$ cat config.mk
export PLATFORM = sky130hd
export DESIGN_NAME = dmem_scan_reader
export DESIGN_NICKNAME = d
export VERILOG_FILES = /design/src/rtl/dmem_scan_reader_pkg.sv /design/src/rtl/scan_dwell_timer.sv /design/src/rtl/dmem_scan_reader.sv
export SDC_FILE = /design/constraint.sdc
export NUM_CORES = 1
export LEC_CHECK = 0
export ABC_AREA = 1
export CELL_PAD_IN_SITES_DETAIL_PLACEMENT = 1
export CELL_PAD_IN_SITES_GLOBAL_PLACEMENT = 1
export CORE_UTILIZATION = 44
export DETAILED_ROUTE_END_ITERATION = 12
export DONT_BUFFER_PORTS = 1
export GPL_ROUTABILITY_DRIVEN = 0
export PLACE_DENSITY_LB_ADDON = 0.3
export REMOVE_ABC_BUFFERS = 1
export SLEW_MARGIN = 40
export SYNTH_ARGS = -nofsm -noshare
export SYNTH_HDL_FRONTEND = slang
export SYNTH_SLANG_ARGS = --single-unit
$ cat constraint.sdc
create_clock -name clk_i -period 2.4 [get_ports clk_i]
set_clock_uncertainty 0.1 [all_clocks]
set_input_delay 0.36 -clock clk_i [delete_from_list [all_inputs] [get_ports clk_i]]
set_output_delay 0.36 -clock clk_i [all_outputs]
set_load 0.02 [all_outputs]
$ cat src/rtl/dmem_scan_reader_pkg.sv
// Shared types for the DMEM scan reader.
// Holds the 3-bit FSM state encoding used by the scanner and visible to benches.
package dmem_scan_reader_pkg;

    typedef enum logic [2:0] {
        StIdle = 3'd0,
        StReq  = 3'd1,
        StWait = 3'd2,
        StHold = 3'd3,
        StDone = 3'd4
    } scan_state_e;

endpackage

$ cat src/rtl/scan_dwell_timer.sv
// Dwell timer for the DMEM scan reader.
// Counts cycles spent holding a word and flags the last one, so the scanner can
// auto-advance. With DWELL=0 the expire output is constant 0 (step-only mode).
// Ports:
//   clk_i     system clock
//   rst_i     synchronous active-high reset
//   clear_i   restart the count (asserted the cycle before the hold is entered)
//   hold_i    scanner is holding a word; count advances while high
//   expire_o  hold has lasted DWELL cycles; advance at this edge
module scan_dwell_timer #(
    parameter int unsigned DWELL = 0
) (
    input  logic clk_i,
    input  logic rst_i,
    input  logic clear_i,
    input  logic hold_i,
    output logic expire_o
);

    localparam int unsigned CntWidth = (DWELL > 1) ? $clog2(DWELL) : 1;
    localparam logic [CntWidth-1:0] LastCnt = CntWidth'((DWELL == 0) ? 0 : DWELL - 1);

    logic [CntWidth-1:0] cnt_q;

    // Constant-false when DWELL=0, so the counter has no observable effect.
    assign expire_o = (DWELL != 0) && hold_i && (cnt_q == LastCnt);

    always_ff @(posedge clk_i) begin
        if (rst_i) begin
            cnt_q <= '0;
        end else if (clear_i) begin
            cnt_q <= '0;
        end else if (hold_i && !expire_o) begin
            cnt_q <= cnt_q + 1'b1;
        end
    end

endmodule

$ cat src/rtl/dmem_scan_reader.sv
// Read-only scanner for the data side of the unified dual-port BRAM.
// Walks a contiguous word window, presenting each address/word for display and
// accumulating a mod-2^DATA_WIDTH checksum. Never writes memory.
// Ports:
//   clk_i         system clock (shared with the BRAM port)
//   rst_i         synchronous active-high reset
//   start_i       one-cycle pulse: begin a scan (ignored while busy)
//   base_addr_i   first word address, latched on start
//   count_i       number of words, latched on start (saturated to 2^ADDR_WIDTH)
//   step_i        one-cycle pulse: advance to next word (only while holding)
//   mem_en_o      BRAM read enable
//   mem_addr_o    BRAM address
//   mem_dout_i    BRAM read data, valid one cycle after mem_en_o
//   cur_addr_o    address of cur_word_o
//   cur_word_o    last captured word
//   word_valid_o  cur_word_o/cur_addr_o valid (holding)
//   busy_o        scan in progress
//   done_o        scan finished; held until next start or reset
//   checksum_o    sum of words captured this scan
module dmem_scan_reader
    import dmem_scan_reader_pkg::*;
#(
    parameter int unsigned ADDR_WIDTH = 9,
    parameter int unsigned DATA_WIDTH = 16,
    parameter int unsigned DWELL      = 0
) (
    input  logic                  clk_i,
    input  logic                  rst_i,
    input  logic                  start_i,
    input  logic [ADDR_WIDTH-1:0] base_addr_i,
    input  logic [ADDR_WIDTH:0]   count_i,
    input  logic                  step_i,
    output logic                  mem_en_o,
    output logic [ADDR_WIDTH-1:0] mem_addr_o,
    input  logic [DATA_WIDTH-1:0] mem_dout_i,
    output logic [ADDR_WIDTH-1:0] cur_addr_o,
    output logic [DATA_WIDTH-1:0] cur_word_o,
    output logic                  word_valid_o,
    output logic                  busy_o,
    output logic                  done_o,
    output logic [DATA_WIDTH-1:0] checksum_o
);

    // One full address space; larger counts would re-read addresses after wrap.
    localparam logic [ADDR_WIDTH:0] MaxCount = {1'b1, {ADDR_WIDTH{1'b0}}};

    scan_state_e           state_q;
    logic [ADDR_WIDTH-1:0] ptr_q;
    logic [ADDR_WIDTH:0]   rem_q;
    logic                  mem_en_q;
    logic [ADDR_WIDTH-1:0] mem_addr_q;
    logic [ADDR_WIDTH-1:0] cur_addr_q;
    logic [DATA_WIDTH-1:0] cur_word_q;
    logic                  word_valid_q;
    logic                  busy_q;
    logic                  done_q;
    logic [DATA_WIDTH-1:0] checksum_q;

    logic [ADDR_WIDTH:0]   count_sat;
    logic [ADDR_WIDTH-1:0] ptr_next;
    logic                  dwell_expire;
    logic                  advance;

    always_comb begin
        count_sat = (count_i > MaxCount) ? MaxCount : count_i;
        ptr_next  = ptr_q + 1'b1;
        // step and dwell expiry together still produce a single advance.
        advance   = (state_q == StHold) && (step_i || dwell_expire);
    end

    scan_dwell_timer #(
        .DWELL(DWELL)
    ) u_dwell_timer (
        .clk_i   (clk_i),
        .rst_i   (rst_i),
        .clear_i (state_q == StWait),
        .hold_i  (state_q == StHold),
        .expire_o(dwell_expire)
    );

    always_ff @(posedge clk_i) begin
        if (rst_i) begin
            state_q      <= StIdle;
            ptr_q        <= '0;
            rem_q        <= '0;
            mem_en_q     <= 1'b0;
            mem_addr_q   <= '0;
            cur_addr_q   <= '0;
            cur_word_q   <= '0;
            word_valid_q <= 1'b0;
            busy_q       <= 1'b0;
            done_q       <= 1'b0;
            checksum_q   <= '0;
        end else begin
            unique case (state_q)
                StIdle, StDone: begin
                    if (start_i) begin
                        ptr_q        <= base_addr_i;
                        rem_q        <= count_sat;
                        checksum_q   <= '0;
                        word_valid_q <= 1'b0;
                        if (count_sat == '0) begin
                            state_q <= StDone;
                            done_q  <= 1'b1;
                            busy_q  <= 1'b0;
                        end else begin
                            state_q    <= StReq;
                            done_q     <= 1'b0;
                            busy_q     <= 1'b1;
                            mem_en_q   <= 1'b1;
                            mem_addr_q <= base_addr_i;
                        end
                    end
                end
                StReq: begin
                    // BRAM samples the request on this edge.
                    mem_en_q <= 1'b0;
                    state_q  <= StWait;
                end
                StWait: begin
                    cur_word_q   <= mem_dout_i;
                    cur_addr_q   <= ptr_q;
                    checksum_q   <= checksum_q + mem_dout_i;
                    rem_q        <= rem_q - 1'b1;
                    word_valid_q <= 1'b1;
                    state_q      <= StHold;
                end
                StHold: begin
                    if (advance) begin
                        word_valid_q <= 1'b0;
                        if (rem_q == '0) begin
                            state_q <= StDone;
                            done_q  <= 1'b1;
                            busy_q  <= 1'b0;
                        end else begin
                            ptr_q      <= ptr_next;
                            mem_en_q   <= 1'b1;
                            mem_addr_q <= ptr_next;
                            state_q    <= StReq;
                        end
                    end
                end
                default: begin
                    state_q <= StIdle;
                end
            endcase
        end
    end

    assign mem_en_o     = mem_en_q;
    assign mem_addr_o   = mem_addr_q;
    assign cur_addr_o   = cur_addr_q;
    assign cur_word_o   = cur_word_q;
    assign word_valid_o = word_valid_q;
    assign busy_o       = busy_q;
    assign done_o       = done_q;
    assign checksum_o   = checksum_q;

endmodule

Word level (Yosys, flattened, before mapping)
Cells that the tools add are included.
{"block": "op_classes", "n_mux": 35, "shift": 0, "div_mod_pow": 0, "order_cmp": 1, "n_mul": 0, "n_addsub": 3, "reduce_logical": 16, "eq_ne": 9, "bitwise_logic": 0}
{"operator": "$mux 9", "count": 5}
{"operator": "$pmux 9 s2", "count": 2}
{"operator": "$pmux 16 s2", "count": 1}
{"operator": "$logic_not 10->1", "count": 2}
{"operator": "$mux 10", "count": 2}
{"operator": "$pmux 10 s2", "count": 1}
{"operator": "$add 16x16->16", "count": 1}
{"operator": "$mux 16", "count": 1}
{"operator": "$mux 1", "count": 14}
{"operator": "$mux 3", "count": 4}
{"operator": "$pmux 3 s4", "count": 1}
{"operator": "$gt 10x10->1 const B", "count": 1}
{"operator": "$ne 2x2->1 const B", "count": 5}
{"operator": "$reduce_and 5->1", "count": 2}
{"operator": "$sub 10x1->10 const B", "count": 1}
{"operator": "$add 9x1->9 const B", "count": 1}
{"operator": "$reduce_and 4->1", "count": 2}
{"operator": "$eq 3x2->1 const B", "count": 2}
{"operator": "$pmux 1 s3", "count": 2}
{"operator": "$reduce_bool 3->1", "count": 2}
{"operator": "$pmux 1 s2", "count": 2}
{"operator": "$reduce_and 2->1", "count": 2}
{"operator": "$reduce_bool 2->1", "count": 2}
{"operator": "$eq 3x1->1 const B", "count": 1}
{"operator": "other kinds (5)", "count": 5}
{"block": "word_totals", "inputBits": 39, "latch_bits": 0, "ramBits": 0, "output_inout_bits": 54, "n_memories": 0, "romBits": 0, "register_bits": 76, "word_cells": 75}

Logic depth before layout (Yosys ltp)
{"block": "logic_depth", "depth_word": 6, "mapped_depth": 12, "ltp_nobuf": 12}

Modules after synthesis
Synthesis repeated with hierarchy kept, for this count alone.
{"block": "unflattened", "cells_unflattened": 651, "hier_area_um2": 4250.3}
{"mod": "dmem_scan_reader", "seq_area_each_um2": 1521.5, "area_per_inst_um2": 4239.1, "n_inst": 1, "cells_per_inst": 649}
{"mod": "scan_dwell_timer", "seq_area_each_um2": 0.0, "area_per_inst_um2": 11.3, "n_inst": 1, "cells_per_inst": 2}

Worst setup path before layout
Ideal clock, no wire load.
{"block": "synth_path", "path_kind": "register -> register", "from": "reg checksum_q[0] (netlist: checksum_o[0])", "to": "reg checksum_q[6] (netlist: checksum_o[6])", "stages_incl_launch_ff": 8, "n_path_buf": 0, "setup_time_ps": 132, "path_slack_ps": 576, "t_required_ps": 2168, "t_arrival_ps": 1592, "synth_period_minus_slack_ps": 1824, "path_cell_list": "dfxtp_1 > ha_1 > fa_1 > nand2_1 > nand3_1 > or2_2 > nand3_1 > a21oi_1"}
{"block": "synth_via", "elab_chain_cells": 2}
{"element": "from (decl)", "line": "dmem_scan_reader.sv:57", "source": "logic [DATA_WIDTH-1:0] checksum_q;"}
{"element": "from (signal assigned)", "line": "dmem_scan_reader.sv:123", "source": "checksum_q <= checksum_q + mem_dout_i;"}
{"element": "$add 16x16->16", "line": "dmem_scan_reader.sv:123"}
{"element": "$pmux 16 s2", "line": "dmem_scan_reader.sv:95", "source": "unique case (state_q)"}
Every way passes these cells.
A chain may end at the register's enable or synchronous reset.

Final worst setup path
{"block": "layout_path", "from": "reg rem_q[0]", "to": "reg ptr_q[5]"}
{"block": "layout_via", "elab_chain_cells": 3}
{"element": "from (decl)", "line": "dmem_scan_reader.sv:49", "source": "logic [ADDR_WIDTH:0] rem_q;"}
{"element": "from (signal assigned)", "line": "dmem_scan_reader.sv:99", "source": "rem_q <= count_sat;"}
{"element": "from (signal assigned)", "line": "dmem_scan_reader.sv:124", "source": "rem_q <= rem_q - 1'b1;"}
{"element": "$logic_not 10->1", "line": "dmem_scan_reader.sv:131", "source": "if (rem_q == '0) begin"}
{"element": "$ne 2x2->1 (no line)"}
{"element": "$reduce_and 4->1 (no line)"}
{"element": "to (signal assigned)", "line": "dmem_scan_reader.sv:98", "source": "ptr_q <= base_addr_i;"}
{"element": "to (signal assigned)", "line": "dmem_scan_reader.sv:136", "source": "ptr_q <= ptr_next;"}
{"element": "to (decl)", "line": "dmem_scan_reader.sv:48", "source": "logic [ADDR_WIDTH-1:0] ptr_q;"}
Every way passes these cells.

==> results.yml <==
status:
  status: "finished, final reports clean"
critical_path:
  timing.reg2reg.setup_slack_ns: 0.24
  critPathCaptureType: "register"
  path_class: "register to register"
  crit_buf_inv: 2
  path_common_cell: "nand2_1"
  cp-endpoint: "ptr_q[5]$_SDFFE_PP0P_"
  path_depth: 12
  cp_cell_sequence: "inv_1 > ha_1 > nand2_1 > nor2_2 > nand3_1 > nand2_1 > nand2_1 > nand2_2 > inv_1 > nand2_1 > nand2_1 > a21oi_1"
  cp.required_ns: 2.58
  worstPathArrival_ns: 2.34
  cp_max_fo: 12
  r2r_cells: 12
  crit_family: "simple AND/OR/NAND/NOR gates"
  rr_endpoint: "ptr_q[5]$_SDFFE_PP0P_"
  startpoint_type: "register"
  crit_path_start: "rem_q[0]$_SDFFE_PP0P_"
  critPathMaxStageDelay_ns: 0.34
  r2r-start: "rem_q[0]$_SDFFE_PP0P_"
  critPathSlowestCell: "dfxtp_1"
floorplanning:
  die-area_um2: 10260
  die_w_um: 101.3
  initial_core_util: 0.4607
  ios: 93
  core_area_um2: 9415
  rows: 35
  die_y_um: 101.3
synth:
  synth_top_area_cell: "dfxtp_1"
  ys.flop_type: "dfxtp_1"
  synth_edf_count: 0
  netlist_top_cells_area: "dfxtp_1 (35%), nand2_1 (18%), a21oi_1 (9.1%), inv_1 (6.3%), ha_1 (4.9%)"
  synthCells: 661
  ys_seq_elements: 76
  yosysWarnings: 0
  postSynthAreaPerCell_um2: 6.563
  netlist.area_leader.share: 0.3507
  netlist_area_um2: 4338
  synth-seq-area-share: 0.3507
  synth_cell_types: 36
  synthArstFlopShare: 0
detailed_routing:
  wl_per_cell_um: 16.21
  antenna_left: 0
  vias_per_cell: 5.390
  drtIter0Drc: 129
  drt_pass1_iterations: 4
  wirelength_um: 12770
  drc: 0
  vias: 4247
layout:
  antenna_cells: 0
  final_common_cell: "nand2_1"
  final_layout_size_suffix_gt1_frac: 0.07587
  nNetsFinal: 711
  area_growth_syn_to_layout_pct: 7.211
  fin_util: 0.4940
  fin_area_um2: 4651
  layout_common_cells: "nand2_1 (206), a21oi_1 (79), dfxtp_1 (76)"
cts:
  cts_inserted_buffers: 9
  cts_tree: "built"
  cts_root_buf: "clkbuf_8"
  cts_buffer_depth: 2
  path_clk_slew_ns: 0.09
  htreeDepth: 3
  postCtsResizedCells: 0
  worst_skew_pair.late_latency_ns: 0.36
  post-cts-setup-buffers: 0
  hold_buffers: 1
  clock_sinks: 76
global_route:
  grt_pass1_wl_um: 20930
  antenna_found_initial: 0
  grt_usage: 0.2581
  grt_max_degree: 51
  grt_overflow_total: 0
  first_global_vias: 4521
timing:
  maxSlewHeadroom: 0.6848
  finalHoldViolations: 0
  setup_viol_count_final: 0
  period_share: 0.9000
  fmax_mhz: 463.0
  worst_pin_slew_ns: 0.4720
  slew_viol_final: 0
  rsz0062_at_grt: "false"
  final.min_clock_period_ns: 2.160
  final.setup.tns_ns: 0
placed_design:
  place_area_um2: 4399
  numPortBuffers: 0
  hpwl_um: 9455
hold_path:
  worstHoldStart: "mem_dout_i[9]"
  hold_class: "primary input to register"
pwr:
  p_per_area_nw_per_um2: 1131
  peakVddDrop_mv: 0.3949
  p_leak_uw: 0.002182
run:
  cap_violations: 0
through the flow:
step | hold WS, ns | power (uW) | std cells | worst slack [ns]
after detailed placement | 0.3373 | 4097 | 771 | 0.2559
after floorplan | 0.3291 | 3543 | 638 | -0.09840
after CTS | 0.03564 | 5269 | 788 | 0.2421
after global routing | 0.04875 | 5648 | 788 | 0.04410
final | 0.04457 | 5259 | 788 | 0.2400
after global placement | 0.3353 | 3973 | 771 | 0.4214
power by group:
group	switching, uW	leakage (uW)	internal, uW
combinational	1340	0.00145	670
sequential	520	0.000622	1580
clock	529	0.000113	624
cell type report:
| class | instances | area (um2) |
|---|---|---|
| fill | 1294 | 4765 |
| multi-input combinational | 484 | 2394 |
| sequential | 76 | 1521 |
| inverter | 78 | 292.8 |
| tap | 129 | 161.4 |
| clock buffer | 10 | 137.6 |
| clock inverter | 6 | 93.84 |
| timing repair buffer | 5 | 50.05 |
synth_stat cells, types with 2 or more instances:
master and instances:
ha_1 17, clkbuf_1 14, nand3_1 35, xnor2_1 3, o21ai_1 2, buf_4 2
inv_2 5, nand4_1 13, nor2_1 52, dfxtp_1 76, or2_2 5, nor3_1 4
a31oi_1 3, o21ai_0 30, inv_1 73, a21oi_1 79, nand2_1 206, nand2_2 9
nor2_2 4, nand3b_1 4, buf_2 3, buf_6 3, xor2_1 6
state kept, by name, indices dropped and copies added (netlist names):
register	cells
rem_q	10
cur_addr_o	9
done_o	1
ptr_q	9
state_q	3
cur_word_o	16
word_valid_o	1
busy_o	1
mem_en_o	1
mem_addr_o	9
checksum_o	16
cell families after synthesis:
logic type	synth area share
AND/OR/NAND/NOR	0.3349
XOR/XNOR	0.01817
multiplexers	0.002308
AO/OA/AOI/OAI	0.1428
buffers and inverters	0.09749
adder cells (fa/ha/maj)	0.05365
flip-flops	0.3507
worst min-delay path by stage:
stage                                       end  depth (start not counted)
floorplan            checksum_o[0]$_SDFFE_PP0P_                          1
global placement    cur_word_o[12]$_SDFFE_PP0P_                          1
detailed placement  checksum_o[15]$_SDFFE_PP0P_                          1
CTS                  cur_word_o[6]$_SDFFE_PP0P_                          2
global route         cur_word_o[1]$_SDFFE_PP0P_                          2
finish               cur_word_o[9]$_SDFFE_PP0P_                          2
layer usage:
metal	track usage	vias up	share of wire
met5	0	-	0
met3	0.04417	20	0.042
li1	-	2109	-
met2	0.4636	84	0.49
met1	0.3124	2034	0.45
met4	0.08361	0	0.016
No activity file was read; power rests on OpenSTA's default activity.
